**src/rtl/pixel_pkg.sv**
```systemverilog
// rtl/pixel_pkg.sv - shared defaults and FSM state type for the pixel capture block
package pixel_pkg;

    localparam int DEF_PIXEL_NUM_ROW = 7;
    localparam int DEF_PIXEL_NUM_COL = 16;
    localparam int DEF_SAMPLE_WIDTH  = 10;
    localparam int DEF_FIFO_DEPTH    = 4;

    typedef enum logic [1:0] {
        IDLE    = 2'd0,
        RST_LVL = 2'd1,
        SIG_LVL = 2'd2
    } capture_state_t;

endpackage

```
**src/rtl/pixel_fifo.sv**
```systemverilog
// rtl/pixel_fifo.sv - synchronous FIFO, power-of-two depth, push-on-full allowed when popping
module pixel_fifo #(
    parameter int WIDTH = 8,
    parameter int DEPTH = 4
) (
    input  logic             clk,
    input  logic             reset_n,
    input  logic             push,
    input  logic             pop,
    input  logic [WIDTH-1:0] wdata,
    output logic [WIDTH-1:0] rdata,
    output logic             full,
    output logic             empty
);

    localparam int AW = (DEPTH > 1) ? $clog2(DEPTH) : 1;
    localparam logic [AW:0] FULL_CNT = (AW + 1)'(DEPTH);

    logic [WIDTH-1:0] mem_q [DEPTH];
    logic [AW-1:0]    wr_ptr_q, wr_ptr_d;
    logic [AW-1:0]    rd_ptr_q, rd_ptr_d;
    logic [AW:0]      count_q, count_d;
    logic             push_ok;
    logic             pop_ok;

    assign full  = (count_q == FULL_CNT);
    assign empty = (count_q == '0);

    // A pop in the same cycle frees the slot the push needs.
    assign pop_ok  = pop && !empty;
    assign push_ok = push && (!full || pop_ok);

    // Head is gated so an empty FIFO presents zeros rather than stale data.
    assign rdata = empty ? '0 : mem_q[rd_ptr_q];

    always_comb begin
        wr_ptr_d = wr_ptr_q;
        rd_ptr_d = rd_ptr_q;
        count_d  = count_q;
        if (push_ok) begin
            wr_ptr_d = wr_ptr_q + AW'(1);
        end
        if (pop_ok) begin
            rd_ptr_d = rd_ptr_q + AW'(1);
        end
        case ({push_ok, pop_ok})
            2'b10:   count_d = count_q + (AW + 1)'(1);
            2'b01:   count_d = count_q - (AW + 1)'(1);
            default: count_d = count_q;
        endcase
    end

    always_ff @(posedge clk or negedge reset_n) begin
        if (!reset_n) begin
            wr_ptr_q <= '0;
            rd_ptr_q <= '0;
            count_q  <= '0;
        end else begin
            wr_ptr_q <= wr_ptr_d;
            rd_ptr_q <= rd_ptr_d;
            count_q  <= count_d;
        end
    end

    always_ff @(posedge clk) begin
        if (push_ok) begin
            mem_q[wr_ptr_q] <= wdata;
        end
    end

endmodule

```
**src/rtl/pixel_frame_capture.sv**
```systemverilog
// rtl/pixel_frame_capture.sv - raster pixel capture with optional CDS subtraction into an output FIFO
module pixel_frame_capture
    import pixel_pkg::*;
#(
    parameter int PIXEL_NUM_ROW = DEF_PIXEL_NUM_ROW,
    parameter int PIXEL_NUM_COL = DEF_PIXEL_NUM_COL,
    parameter int SAMPLE_WIDTH  = DEF_SAMPLE_WIDTH,
    parameter int FIFO_DEPTH    = DEF_FIFO_DEPTH,
    parameter int ROW_BITS      = $clog2(PIXEL_NUM_ROW),
    parameter int COL_BITS      = $clog2(PIXEL_NUM_COL)
) (
    input  logic                    clk,
    input  logic                    reset_n,
    input  logic                    frame_start,
    input  logic                    abort,
    input  logic                    cds_en,
    input  logic                    sample_valid,
    input  logic [SAMPLE_WIDTH-1:0] sample_data,
    input  logic                    out_ready,
    output logic                    out_valid,
    output logic [SAMPLE_WIDTH-1:0] out_data,
    output logic [ROW_BITS-1:0]     out_row,
    output logic [COL_BITS-1:0]     out_col,
    output logic                    busy,
    output logic                    frame_done,
    output logic                    overflow
);

    localparam int ENTRY_W = SAMPLE_WIDTH + ROW_BITS + COL_BITS;
    localparam logic [ROW_BITS-1:0] LAST_ROW = ROW_BITS'(PIXEL_NUM_ROW - 1);
    localparam logic [COL_BITS-1:0] LAST_COL = COL_BITS'(PIXEL_NUM_COL - 1);

    capture_state_t          state_q, state_d;
    logic                    cds_mode_q, cds_mode_d;
    logic [SAMPLE_WIDTH-1:0] rst_reg_q, rst_reg_d;
    logic [ROW_BITS-1:0]     row_q, row_d;
    logic [COL_BITS-1:0]     col_q, col_d;
    logic                    frame_done_q, frame_done_d;
    logic                    overflow_q, overflow_d;

    logic                    push;
    logic                    pop;
    logic                    fifo_full;
    logic                    fifo_empty;
    logic [SAMPLE_WIDTH-1:0] result;
    logic [SAMPLE_WIDTH-1:0] cds_diff;
    logic [ENTRY_W-1:0]      fifo_wdata;
    logic [ENTRY_W-1:0]      fifo_rdata;
    logic                    last_pixel;

    assign cds_diff   = rst_reg_q - sample_data;
    assign result     = !cds_mode_q ? sample_data
                      : ((sample_data > rst_reg_q) ? '0 : cds_diff);
    assign last_pixel = (row_q == LAST_ROW) && (col_q == LAST_COL);

    always_comb begin
        state_d      = state_q;
        cds_mode_d   = cds_mode_q;
        rst_reg_d    = rst_reg_q;
        row_d        = row_q;
        col_d        = col_q;
        overflow_d   = overflow_q;
        frame_done_d = 1'b0;
        push         = 1'b0;

        if (abort) begin
            state_d   = IDLE;
            rst_reg_d = '0;
            row_d     = '0;
            col_d     = '0;
        end else begin
            case (state_q)
                IDLE: begin
                    if (frame_start) begin
                        cds_mode_d = cds_en;
                        overflow_d = 1'b0;
                        state_d    = cds_en ? RST_LVL : SIG_LVL;
                    end
                end
                RST_LVL: begin
                    if (sample_valid) begin
                        rst_reg_d = sample_data;
                        state_d   = SIG_LVL;
                    end
                end
                SIG_LVL: begin
                    if (sample_valid) begin
                        push = 1'b1;
                        if (last_pixel) begin
                            state_d      = IDLE;
                            row_d        = '0;
                            col_d        = '0;
                            frame_done_d = 1'b1;
                        end else begin
                            state_d = cds_mode_q ? RST_LVL : SIG_LVL;
                            if (col_q == LAST_COL) begin
                                col_d = '0;
                                row_d = row_q + ROW_BITS'(1);
                            end else begin
                                col_d = col_q + COL_BITS'(1);
                            end
                        end
                    end
                end
                default: state_d = IDLE;
            endcase

            // Dropped results still advance the raster address above.
            if (push && fifo_full && !pop) begin
                overflow_d = 1'b1;
            end
        end
    end

    always_ff @(posedge clk or negedge reset_n) begin
        if (!reset_n) begin
            state_q      <= IDLE;
            cds_mode_q   <= 1'b0;
            rst_reg_q    <= '0;
            row_q        <= '0;
            col_q        <= '0;
            frame_done_q <= 1'b0;
            overflow_q   <= 1'b0;
        end else begin
            state_q      <= state_d;
            cds_mode_q   <= cds_mode_d;
            rst_reg_q    <= rst_reg_d;
            row_q        <= row_d;
            col_q        <= col_d;
            frame_done_q <= frame_done_d;
            overflow_q   <= overflow_d;
        end
    end

    assign pop        = !fifo_empty && out_ready;
    assign fifo_wdata = {result, row_q, col_q};

    pixel_fifo #(
        .WIDTH (ENTRY_W),
        .DEPTH (FIFO_DEPTH)
    ) u_fifo (
        .clk     (clk),
        .reset_n (reset_n),
        .push    (push),
        .pop     (pop),
        .wdata   (fifo_wdata),
        .rdata   (fifo_rdata),
        .full    (fifo_full),
        .empty   (fifo_empty)
    );

    assign out_valid  = !fifo_empty;
    assign {out_data, out_row, out_col} = fifo_rdata;
    assign busy       = (state_q != IDLE);
    assign frame_done = frame_done_q;
    assign overflow   = overflow_q;

endmodule

```
**config.mk**
```make
export PLATFORM = sky130hd
export DESIGN_NAME = pixel_frame_capture
export DESIGN_NICKNAME = d
export VERILOG_FILES = /design/src/rtl/pixel_pkg.sv /design/src/rtl/pixel_fifo.sv /design/src/rtl/pixel_frame_capture.sv
export SDC_FILE = /design/constraint.sdc
export NUM_CORES = 1
export LEC_CHECK = 0
export CAP_MARGIN = 20
export CORE_ASPECT_RATIO = 2
export CORE_UTILIZATION = 52
export CTS_CLUSTER_DIAMETER = 80
export CTS_CLUSTER_SIZE = 40
export DETAILED_ROUTE_END_ITERATION = 16
export GPL_ROUTABILITY_DRIVEN = 0
export GPL_TIMING_DRIVEN = 0
export PLACE_DENSITY = 0.84
export RECOVER_POWER = 50
export SLEW_MARGIN = 30
export SYNTH_ARGS = -nofsm -noshare
export SYNTH_HDL_FRONTEND = slang
export SYNTH_SLANG_ARGS = --single-unit
```
**constraint.sdc**
```tcl
create_clock -name clk -period 3.05 [get_ports clk]
set_clock_uncertainty 0.2 [all_clocks]
set_input_delay 0.7625 -clock clk [delete_from_list [all_inputs] [get_ports clk]]
set_output_delay 0.7625 -clock clk [all_outputs]
set_load 0.02 [all_outputs]
```
# Word-level counts from Yosys, hierarchy flattened
# Memory sizes are Yosys's and may differ from the RTL's.
# Index checks and enable logic that the tools add are counted.
# totals
regBits	29
word_cells	94
ram_bits	68
in_bits	17
out_inout_bits	21
mem_count	1
# memory_table
name	words	width	read_ports	rd_ports_with_merged_regs	write_ports	line	source
u_fifo.mem_q	4	17	1	0	1	pixel_fifo.sv:19	logic [WIDTH-1:0] mem_q [DEPTH];
# classes
mux	38
reduce_logical	26
n_bitwise	1
magnitude_cmp	1
n_addsub	7
n_eq_ne	10
# ops
cell	count
2-to-1 mux 10 bit	5
2-to-1 mux 4 bit	5
2-to-1 mux 17 bit	1
2-to-1 mux 3 bit	5
2-to-1 mux 2 bit	7
nonzero test 2 bit	7
2-to-1 mux 1 bit	13
AND reduction 3 bit	4
> comparator 10 bit	1
subtractor 10 bit	1
!= test 3 bit (second input constant)	3
adder 3 x 1 -> 3 bit (second input constant)	2
== test 3 bit (second input constant)	2
logical AND 1 bit	6
case mux 2 bit (3 select lines)	1
case mux 3 bit (2 select lines)	1
adder 2 x 1 -> 2 bit (second input constant)	2
adder 4 x 1 -> 4 bit (second input constant)	1
== test 2 x 1 -> 1 bit (second input constant)	2
== test 2 bit (second input constant)	2
== test 4 bit (second input constant)	1
AND reduction 2 bit	2
logical NOT 1 bit	3
logical NOT 3 bit	1
other kinds (5)	5

# Longest topological paths before layout
# depth
ltp_word	8
mapped_depth	10

# Modules after synthesis
# From an unflattened synthesis, not the netlist that was laid out.
# unflattened
hier_cells	331
hier_area_um2	4674.5
# modules_own_cells
module	cells_per_inst	seq_area_each_um2	area_each_um2	n_inst
pixel_fifo	147	2217.1	3025.4	1
pixel_frame_capture	184	550.5	1649.1	1

# Least setup slack after synthesis
# Ideal clock, no wire load.
# synth_path
path_type	input to register
start	input sample_data[0]
end	memory u_fifo.mem_q[0][10] in the netlist's numbering (data pin)
path_buffers	0
setup_ns	0.226
slack_ns	0.198
stages	7
arrival_ns	2.426
path_cell_list	ha_1 fa_1 and2b_1 o2111ai_2 a21oi_2 o221ai_4 o32ai_1
# synth_between
elab_chain_len	3
# synth_lines
element	line	source
start: declaration	pixel_frame_capture.sv:18	input logic [SAMPLE_WIDTH-1:0] sample_data,
subtractor 10 bit or > comparator 10 bit (tied branches)	pixel_frame_capture.sv:51, pixel_frame_capture.sv:53	
2-to-1 mux 10 bit (*)	pixel_frame_capture.sv:53	: ((sample_data > rst_reg_q) ? '0 : cds_diff);
2-to-1 mux 10 bit (*)	pixel_frame_capture.sv:52	assign result = !cds_mode_q ? sample_data
named net result[3]	pixel_frame_capture.sv:45	logic [SAMPLE_WIDTH-1:0] result;
end: declaration	pixel_fifo.sv:19	
# Mark *: on every way through the listed nets, which the timed path passes. The rest lies on a longest branch.

# Worst setup path after layout
# layout_path
start	input sample_data[5]
end	memory u_fifo.mem_q[1][15] in the netlist's numbering (data pin)
# The elaborated chain is that of the path after synthesis.

==> results.sh <==
export IMPL_fin_cells=480
export IMPL_drc=0
export IMPL_antenna_cells=0
export IMPL_crit_path_end_kind="flop"
export IMPL_ys_async_sr_fraction=0.299
export IMPL_status="finished with violations"
export IMPL_cts_root_buffer="clkbuf_16"
export IMPL_grt_pass1_vias=2964
export IMPL_total_power_mw=4.12
export IMPL_final_core_util=0.654
export IMPL_dp_hpwl_um=6010
export IMPL_max_freq_mhz=332
export IMPL_critical_path_max_stage_delay_ns=0.49
export IMPL_fin_crit_sh=0.988
export IMPL_nets=412
export IMPL_ys_flop_type="edfxtp_1"
export IMPL_cts_clk_slew_worst_paths_ns=0.06
export IMPL_synth_seq_cells=97
export IMPL_antenna_found_initial=0
export IMPL_power_density_nw_per_um2=733
export IMPL_clkLatencyLatePin_ns=0.34
export IMPL_dp_cells=458
export IMPL_rows=48
export IMPL_crit_fanout=7
export IMPL_dr_pass1_iters=4
export IMPL_drt_iter0_markers=157
export IMPL_die_w_um=68.5
export IMPL_slowest_stage="clkdlybuf4s50_1"
export IMPL_ir_drop_uv=365
export IMPL_worstSetupPathType="in -> reg"
export IMPL_wirelength_um=9730
export IMPL_mostFrequentLayoutCells="68 x edfxtp_1, 29 x dfrtp_1, 23 x inv_1"
export IMPL_cp_cell_sequence="clkdlybuf4s50_1 > inv_1 > ha_1 > and3_2 > o211ai_1 > a21oi_1 > o21a_1 > o32ai_4"
export IMPL_grt_pass1_wl_um=14800
export IMPL_clkSinkCount=97
export IMPL_wire_per_inst_um=20.3
export IMPL_dieHeight_um=135
export IMPL_drive_gt1_frac=0.213
export IMPL_hold_viol=0
export IMPL_path_delay_family="compound AO/OA/AOI/OAI gates"
export IMPL_worst_slew_margin_rel=-0.0836
export IMPL_synth_cell_types=54
export IMPL_startpoint_type="input pin"
export IMPL_syn_area_per_cell_um2=14.3
export IMPL_worst_pin_slew_ns=1.63
export IMPL_slew_violations=30
export IMPL_die_area_um2=9250
export IMPL_io_pins=38
export IMPL_worstReg2RegStart="rst_reg_q[0]"
export IMPL_cts_buffers_inserted=9
export IMPL_hold_class="reg -> reg"
export IMPL_fillCellCount=618
export IMPL_violations="capacitance limit, slew limit"
export IMPL_synth_fp_nets=359
export IMPL_layout_min_cycle_time_ns=3.01
export IMPL_yosysSeqAreaShare=0.602
export IMPL_multi_input_area_um2=1890
export IMPL_cts_tree="done"
export IMPL_regArea_um2=2770
export IMPL_cap_violations=1
export IMPL_ant_nets=0
export IMPL_yosys_warnings=0
export IMPL_finalSetupViolations=0
export IMPL_required_ns=2.98
export IMPL_vias=2905
export IMPL_overflow=0
export IMPL_netlist_instances=322
export IMPL_final_common_cell="edfxtp_1"
export IMPL_cts_buffer_depth=2
export IMPL_crit_start="sample_data[5]"
export IMPL_io_buffer_count=36
export IMPL_via_per_inst=6.05
export IMPL_grtUsageTotal=0.229
export IMPL_grt_max_degree=30
export IMPL_synth_edff_count=68
export IMPL_htree_levels=3
export IMPL_holdCritStartpoint="u_fifo.count_q[2]"
export IMPL_start_util=0.536
export IMPL_core_um2=8590
export IMPL_syn_area_um2=4600
export IMPL_path_buf_inv=2
export IMPL_arrival_ns=2.94
export IMPL_p_leak_nw=2.16
export IMPL_syn2layout_area_growth_pct=22.0
## path summary, 6_finish.rpt
path	end	slack [ns]	depth (start not counted)
setup / recovery	u_fifo.mem_q[1][15]	0.04	8
hold / removal	u_fifo.count_q[2]	0.30	1
setup reg to reg	u_fifo.mem_q[1][15]	0.38	9
hold reg to reg	u_fifo.count_q[2]	0.30	1
max in group asynchronous	frame_done	1.07	1
min in group asynchronous	rst_reg_q[3]	0.61	1
## sequential cells by signal, summed over array words and instances, names as in the netlist
name,cells
cds_mode_q,1
col_q,4
frame_done,1
overflow,1
row_q,3
rst_reg_q,10
state_q,2
u_fifo.count_q,3
u_fifo.mem_q,68
u_fifo.rd_ptr_q,2
u_fifo.wr_ptr_q,2
## area by class of cell
type / count / share of cell area
inverter: 23 / 0.0154
timing repair buffer: 42 / 0.0638
clock buffer: 13 / 0.0446
buffer: 10 / 0.0158
tap: 100 / 0.0223
clock inverter: 3 / 0.00758
sequential: 97 / 0.493
multi-input combinational: 192 / 0.337
## cells by family (layout without fill, tap and decap cells)
group,Yosys count,after routing,synth area share
buf+inv,34,91,0.0307
simple gates,80,80,0.0998
mux,18,18,0.0854
flops,97,97,0.602
xor+xnor,11,11,0.0209
compound gates,62,63,0.104
fa+ha+maj,20,20,0.0577
## report_power, final
part           switching, mW  leakage, nW  total [mW]  internal (mW)
clock network          0.447        0.140        1.10          0.657
registers             0.0692         1.01        1.58           1.51
logic                  0.745         1.01        1.43          0.686
## per-layer routing
layer | GRT usage | wire [µm] | part of all wire | vias to the layer above
li1 | - | - | - | 1325
met5 | 0 | 0 | 0 | -
met2 | 0.408 | 5520 | 0.57 | 100
met1 | 0.240 | 3400 | 0.35 | 1450
met3 | 0.0372 | 361 | 0.037 | 30
met4 | 0.130 | 439 | 0.045 | 0
## Yosys cell counts, types with 2 or more instances
cell type / number / area share
edfxtp_1: 68 / 0.44
dfrtp_1: 29 / 0.16
and2_1: 23 / 0.031
inv_1: 23 / 0.019
ha_1: 18 / 0.049
mux4_2: 17 / 0.083
nand2_1: 16 / 0.013
a21oi_1: 11 / 0.012
nor2_1: 11 / 0.0090
a22o_1: 10 / 0.019
o21ai_0: 10 / 0.011
o22ai_1: 6 / 0.0082
xor2_1: 6 / 0.011
nor3_1: 5 / 0.0054
o21a_1: 5 / 0.0082
xnor2_1: 5 / 0.0095
buf_2: 4 / 0.0044
clkbuf_1: 4 / 0.0033
o32ai_1: 3 / 0.0057
or2_2: 3 / 0.0041
or3_1: 3 / 0.0041
a211oi_1: 2 / 0.0033
a21o_1: 2 / 0.0033
a21oi_2: 2 / 0.0038
and3_1: 2 / 0.0027
buf_4: 2 / 0.0033
fa_1: 2 / 0.0087
nand2b_1: 2 / 0.0027
nand3_1: 2 / 0.0022
nand3b_1: 2 / 0.0033
## per-stage QoR
stage                     setup WS [ns]  TNS [ns]  cell area, µm²  hold WS (ns)
final                            0.0372         0            5610         0.299
after global placement           -0.585    -17.63            5080         0.265
after CTS                       0.00191         0            5480         0.264
after detailed placement         -0.779    -25.39            5080         0.277
after floorplan                   0.198         0            4600         0.247
after global routing           -0.00219  -0.00574            5610         0.328
## timing repair
| action | in CTS | in global routing |
|---|---|---|
| pin swaps | 6 | 6 |
| endpoints found under the hold margin | 0 | 0 |
| hold buffers | 0 | 0 |
| resized for setup | 33 | 28 |
| setup buffers | 0 | 6 |
| setup endpoints to repair | 58 | 55 |
| cloned | 1 | 0 |
Note: power is estimated with default switching activity, not from simulation.
